**config.mk**
```make
export PLATFORM = sky130hd
export DESIGN_NAME = cla_pipe_adder
export DESIGN_NICKNAME = d
export VERILOG_FILES = /design/src/rtl/cla_pkg.sv /design/src/rtl/cla_lookahead4.sv /design/src/rtl/cla_pipe_adder.sv
export SDC_FILE = /design/constraint.sdc
export NUM_CORES = 1
export LEC_CHECK = 0
export ABC_AREA = 0
export CAP_MARGIN = 20
export CORE_MARGIN = 2
export CORE_UTILIZATION = 40
export CTS_CLUSTER_SIZE = 8
export DETAILED_ROUTE_END_ITERATION = 7
export PLACE_DENSITY_LB_ADDON = 0.1
export SLEW_MARGIN = 40
export SYNTH_ARGS = -nofsm -noshare
export SYNTH_HDL_FRONTEND = slang
export SYNTH_SLANG_ARGS = --single-unit
```
**constraint.sdc**
```tcl
create_clock -name clk -period 4 [get_ports clk]
set_input_delay 0.6 -clock clk [delete_from_list [all_inputs] [get_ports clk]]
set_output_delay 0.6 -clock clk [all_outputs]
set_load 0.005 [all_outputs]
```
**src/rtl/cla_pkg.sv**
```systemverilog
// rtl/cla_pkg.sv - shared 4-bit group generate/propagate helpers and types
package cla_pkg;

  localparam int GROUP = 4;

  typedef struct packed {
    logic g;
    logic p;
  } gp_t;

  function automatic logic grp_gen(input logic [3:0] g, input logic [3:0] p);
    return g[3] | (p[3] & g[2]) | (p[3] & p[2] & g[1]) | (p[3] & p[2] & p[1] & g[0]);
  endfunction

  function automatic logic grp_prop(input logic [3:0] p);
    return &p;
  endfunction

endpackage

```
**src/rtl/cla_lookahead4.sv**
```systemverilog
// rtl/cla_lookahead4.sv - flat 4-input carry lookahead over G/P pairs
module cla_lookahead4
  import cla_pkg::*;
(
  input  logic [3:0] g_i,
  input  logic [3:0] p_i,
  input  logic       c_i,
  output logic [4:1] c_o,
  output logic       g_o,
  output logic       p_o
);

  assign g_o = grp_gen(g_i, p_i);
  assign p_o = grp_prop(p_i);

  // every carry is a two-level sum of products of g/p/c_i, no internal chain
  assign c_o[1] = g_i[0] | (p_i[0] & c_i);
  assign c_o[2] = g_i[1] | (p_i[1] & g_i[0]) | (p_i[1] & p_i[0] & c_i);
  assign c_o[3] = g_i[2] | (p_i[2] & g_i[1]) | (p_i[2] & p_i[1] & g_i[0])
                | (p_i[2] & p_i[1] & p_i[0] & c_i);
  assign c_o[4] = g_o | (p_o & c_i);

endmodule

```
**src/rtl/cla_pipe_adder.sv**
```systemverilog
// rtl/cla_pipe_adder.sv - two-stage pipelined carry-lookahead adder with valid/ready
module cla_pipe_adder
  import cla_pkg::gp_t;
  import cla_pkg::grp_gen;
  import cla_pkg::grp_prop;
#(
  parameter int WIDTH = 32,  // multiple of GROUP, 8..64
  parameter int GROUP = 4
) (
  input  logic             clk,
  input  logic             rst,
  input  logic             in_valid,
  output logic             in_ready,
  input  logic [WIDTH-1:0] in_a,
  input  logic [WIDTH-1:0] in_b,
  input  logic             in_cin,
  output logic             out_valid,
  input  logic             out_ready,
  output logic [WIDTH-1:0] out_sum,
  output logic             out_cout,
  output logic             out_ovf,
  output logic             out_gg,
  output logic             out_gp
);

  localparam int NG  = WIDTH / GROUP;   // lookahead groups
  localparam int NSG = (NG + 3) / 4;    // 4-group super-groups
  localparam int NGP = NSG * 4;         // groups padded to whole super-groups

  logic adv1, adv2;

  logic             s1_valid_q;
  logic [WIDTH-1:0] p_d, g_d, p_q, g_q;
  gp_t  [NG-1:0]    grp_d, grp_q;
  logic             cin_q;

  logic             out_valid_q;
  logic [WIDTH-1:0] sum_d, sum_q;
  logic             cout_d, cout_q, ovf_d, ovf_q, gg_d, gg_q, gp_d, gp_q;

  // a stage moves when its downstream slot is empty or being drained
  assign adv2     = !out_valid_q | out_ready;
  assign adv1     = !s1_valid_q | adv2;
  assign in_ready = adv1;

  // stage 1: per-bit and per-group generate/propagate from the operands
  always_comb begin
    p_d   = in_a ^ in_b;
    g_d   = in_a & in_b;
    grp_d = '0;
    for (int k = 0; k < NG; k++) begin
      grp_d[k].g = grp_gen(g_d[GROUP*k +: 4], p_d[GROUP*k +: 4]);
      grp_d[k].p = grp_prop(p_d[GROUP*k +: 4]);
    end
  end

  // stage 1 register: loads only on an accepted beat
  always_ff @(posedge clk or posedge rst) begin
    if (rst) begin
      s1_valid_q <= 1'b0;
      p_q        <= '0;
      g_q        <= '0;
      grp_q      <= '0;
      cin_q      <= 1'b0;
    end else if (adv1) begin
      s1_valid_q <= in_valid;
      if (in_valid) begin
        p_q   <= p_d;
        g_q   <= g_d;
        grp_q <= grp_d;
        cin_q <= in_cin;
      end
    end
  end

  // pad unused group slots as transparent (G=0, P=1) so whole-word terms stay exact
  logic [NGP-1:0] gpad, ppad;
  logic [NSG-1:0] sg_g, sg_p;
  logic [3:0]     sg_g_pad, sg_p_pad;
  logic [4:0]     c_sg;
  logic [NGP:0]   c_grp;
  logic           word_g, word_p;

  // gather group terms into padded vectors for the lookahead tree
  always_comb begin
    gpad     = '0;
    ppad     = '1;
    sg_g_pad = '0;
    sg_p_pad = '1;
    for (int k = 0; k < NG; k++) begin
      gpad[k] = grp_q[k].g;
      ppad[k] = grp_q[k].p;
    end
    for (int s = 0; s < NSG; s++) begin
      sg_g_pad[s] = sg_g[s];
      sg_p_pad[s] = sg_p[s];
    end
  end

  assign c_sg[0]  = cin_q;
  assign c_grp[0] = cin_q;

  // top level resolves super-group carries directly from cin
  cla_lookahead4 u_top (
    .g_i (sg_g_pad),
    .p_i (sg_p_pad),
    .c_i (cin_q),
    .c_o (c_sg[4:1]),
    .g_o (word_g),
    .p_o (word_p)
  );

  // second level expands each super-group carry into its four group carries
  for (genvar s = 0; s < NSG; s++) begin : g_sg
    cla_lookahead4 u_grp (
      .g_i (gpad[4*s +: 4]),
      .p_i (ppad[4*s +: 4]),
      .c_i (c_sg[s]),
      .c_o (c_grp[4*s+1 +: 4]),
      .g_o (sg_g[s]),
      .p_o (sg_p[s])
    );
  end

  logic [WIDTH-1:0] c;
  logic [3:0]       gs, ps;
  logic             cg;

  // in-group carries, each flattened against its group carry-in
  always_comb begin
    c  = '0;
    gs = '0;
    ps = '0;
    cg = 1'b0;
    for (int k = 0; k < NG; k++) begin
      gs = g_q[GROUP*k +: 4];
      ps = p_q[GROUP*k +: 4];
      cg = c_grp[k];
      c[GROUP*k]   = cg;
      c[GROUP*k+1] = gs[0] | (ps[0] & cg);
      c[GROUP*k+2] = gs[1] | (ps[1] & gs[0]) | (ps[1] & ps[0] & cg);
      c[GROUP*k+3] = gs[2] | (ps[2] & gs[1]) | (ps[2] & ps[1] & gs[0])
                   | (ps[2] & ps[1] & ps[0] & cg);
    end
  end

  assign sum_d  = p_q ^ c;
  assign cout_d = c_sg[4];
  assign ovf_d  = c_grp[NG] ^ c[WIDTH-1];
  assign gg_d   = word_g;
  assign gp_d   = word_p;

  // carries beyond the last real group duplicate the word carry
  logic unused_carries;
  assign unused_carries = ^{c_sg, c_grp};

  // stage 2 / output register: holds while the consumer stalls
  always_ff @(posedge clk or posedge rst) begin
    if (rst) begin
      out_valid_q <= 1'b0;
      sum_q       <= '0;
      cout_q      <= 1'b0;
      ovf_q       <= 1'b0;
      gg_q        <= 1'b0;
      gp_q        <= 1'b0;
    end else if (adv2) begin
      out_valid_q <= s1_valid_q;
      if (s1_valid_q) begin
        sum_q  <= sum_d;
        cout_q <= cout_d;
        ovf_q  <= ovf_d;
        gg_q   <= gg_d;
        gp_q   <= gp_d;
      end
    end
  end

  assign out_valid = out_valid_q;
  assign out_sum   = sum_q;
  assign out_cout  = cout_q;
  assign out_ovf   = ovf_q;
  assign out_gg    = gg_q;
  assign out_gp    = gp_q;

endmodule

```
==> summary.txt <==
Pwr
  • Power per Cell Area: 485 mW/mm2
  • Pleak: 3.17 nW
  • Peak VDD IR: 0.215 mV
  • Design Power: 3.41 mW

Logic synthesis
  • Synth Warn #: 0
  • Post-synthesis mux area share: 0.135
  • Cells after synthesis: 473
  • Largest family of logic cells by synthesized area: multiplexers
  • Post-synthesis adder-cell area fraction: 0.0913
  • Post-synthesis compound-gate area fraction: 0.128
  • Mean Syn Cell Area: 11.6 um2
  • Main flop type after synthesis: dfrtp_1
  • Post-synthesis xor/xnor area fraction: 0.0351
  • Register area share after synthesis: 0.507
  • Area share of and/or/nand/nor cells after synthesis: 0.0860
  • Syn nets: 582
  • Post-synth EDFFs: 0
  • Share of async-settable or async-resettable flops after synthesis: 1.00
  • Synthesized area: 0.00548 mm2
  • Post-synthesis register bit count: 111
  • Distinct cells, synth: 47

GRT
  • Largest net degree at the start of global routing: 61
  • Grt total ovfl: 0
  • Tot GR Track Use: 0.167
  • First-pass GRT wire length: 19.3 mm
  • Antenna violations before repair: 0
  • Vias in the first global route: 3955

Hold path
  • HP Class: register to register

Routing
  • Routed vias: 3843
  • DRC: 0
  • Vias/cell: 5.06
  • WL/cell: 15.1 um
  • DRT iter0 DRCs: 161
  • Router iterations before antenna repair: 4
  • WL final: 11.4 mm
  • Detail Route Antenna Nets: 0

Final layout
  • Fraction of layout cells with a size suffix above 1: 0.165
  • Sequential standard cell area: 0.00278 mm2
  • Fin area: 0.00703 mm2
  • Layout Utilization: 0.529
  • N_diodes: 0
  • Total Nets Final: 687
  • Area growth from synthesis to layout: 28.3%
  • Area of the multi-input gates: 0.00262 mm2
  • Layout Cells excl Fill: 759
  • Fill count: 1185

Die
  • # rows: 42
  • Initial Utilization: 0.412
  • I/O pin cnt: 107
  • Core Box Area: 0.0133 mm2
  • Die X: 121 um
  • DIE AREA: 0.0147 mm2
  • DIE HEIGHT: 121 um

STA
  • Hold Violations, Final: 0
  • Final worst path period share: 0.599
  • RSZ-0062 raised after global routing: no
  • Final min period: 2.40 ns
  • Worst-Margin Slew: 0.553 ns
  • Skew final: 0.00623 ns
  • Count of final max-slew check failures: 0
  • Setup TNS Final: 0 ns
  • Worst slew margin: 0.630
  • Setup violation total in the final timing report: 0
  • Fmax: 0.417 GHz

Setup path
  • Worst-path fanout max: 3
  • Worst Setup End Kind: output pin
  • Slowest stage cell, crit path: clkdlybuf4s50_1
  • CP peak stage delay: 0.53 ns
  • Worst setup SP type: primary input
  • Most frequent CP cell: clkdlybuf4s50_1
  • Critical path type: primary input to output pin
  • CP Data Arrival Time: 1.80 ns
  • Crit path buffers/inverters: 2
  • Cell Chain, Critical Path: clkdlybuf4s50_1, nand3b_1, clkdlybuf4s50_1
  • CP Data Required Time: 3.40 ns
  • Largest delay contributor family on the critical path: buffers and inverters

Placement
  • RePlAce Congestion: 0.779
  • DP HPWL: 8.65 mm
  • Placed cell count: 743
  • Port Buf Inserts: 106
  • Placed instance area: 0.00676 mm2

CTS
  • Post_cts resized: 0
  • Worst-Skew Late Latency: 0.34 ns
  • Worst-path clk slew: 0.07 ns
  • CTS Buf Count: 9
  • Root Driver: clkbuf_16
  • Number of H-tree levels: 3
  • Setup bufs post-CTS: 0
  • TritonCTS clock tree: yes
  • Clock Sinks: 111
  • Hold Buf Count CTS: 0
  • Clk buf depth: 2

Status
  • Status: finished clean

Flow run
  • Number of max-cap violations: 0
-- logic make-up after synthesis --
| logic type | Yosys count |
|---|---|
| xor+xnor | 22 |
| flops | 111 |
| fa+ha+maj | 40 |
| simple gates | 102 |
| compound gates | 109 |
| buf+inv | 23 |
| mux | 66 |
-- per-layer routing --
metal	GRT usage	share of wire
met4	0.0436	0.0067
met2	0.264	0.46
met3	0.0291	0.040
met1	0.237	0.49
met5	0	0
-- worst min-delay path: stages, from the launching register on --
cell,delay [ns]
dfrtp_1,0.35
nand2_1,0.05
o21ai_0,0.06
-- cells in the mapped netlist, drive strengths merged (2+ instances only) --
cell type	count	area [um2]
a211oi	3	27.5
inv	6	22.5
nor3	5	25.0
o21ai	44	220
nand2b	4	25.0
a21oi	20	104
dfrtp	111	2780
a21o	26	196
xnor2	7	61.3
clkbuf	10	37.5
o31ai	2	15.0
nand2	52	195
nor2	18	67.6
o21bai	3	22.5
a31oi	2	12.5
xor2	15	131
a2111oi	2	36.3
nand4	11	68.8
mux2	65	732
nor4b	2	17.5
ha	40	500
buf	7	35.0
-- final timing paths --
path,from,cells past startpoint,slack (ns),to
hold / removal,out_sum[1]$_DFFE_PP0P_,2,0.48,out_sum[1]$_DFFE_PP0P_
setup reg to reg,gpad[0]$_DFFE_PP0P_,8,1.93,out_sum[29]$_DFFE_PP0P_
max in group asynchronous,rst,3,2.51,g_q[20]$_DFFE_PP0P_
min in group asynchronous,rst,2,0.70,grp_q[0]$_DFFE_PP0P_
hold reg to reg,out_sum[1]$_DFFE_PP0P_,2,0.48,out_sum[1]$_DFFE_PP0P_
setup / recovery,out_ready,3,1.60,in_ready
-- through the flow --
step	setup WS [ns]	hold slack (ns)
final	1.60	0.485
after CTS	1.60	0.494
after floorplan	0.469	0.444
after global placement	1.40	0.469
after detailed placement	1.37	0.478
after global routing	1.55	0.518
-- cells in the final DEF, fill, tap and decap left out, types with 5 or more instances in the layout --
master / count
nand2_1: 50
nor2_1: 18
mux2_2: 65
dfrtp_1: 111
inv_1: 5
o21ai_0: 43
nor3_1: 5
xnor2_1: 7
xor2_1: 15
nand4_1: 11
clkdlybuf4s50_1: 106
ha_1: 40
a21o_1: 25
clkbuf_16: 9
a21oi_1: 19
-- sequential cells by signal (all words and copies together), names as in the netlist --
name / cells
out_sum: 32
p_q: 32
g_q: 24
gpad: 8
grp_q: 8
cin_q: 1
out_cout: 1
out_gg: 1
out_gp: 1
out_ovf: 1
out_valid: 1
s1_valid_q: 1
-- area by class of cell --
type	instances	share of cell area
Multi-Input combinational cell	339	0.373
Sequential cell	111	0.395
Inverter	6	0.00391
Clock inverter	4	0.00285
Clock buffer	12	0.0365
Tap cell	176	0.0313
Timing Repair Buffer	111	0.158
-- where the power goes --
| part | switching (mW) | leakage, nW | internal, mW | total (mW) |
|---|---|---|---|---|
| sequential | 0.199 | 1.36 | 1.38 | 1.58 |
| combinational | 0.378 | 1.66 | 0.611 | 0.989 |
| clock | 0.389 | 0.142 | 0.453 | 0.842 |
| total | 0.966 | 3.17 | 2.44 | 3.41 |
(Power assumes the default switching activity.)
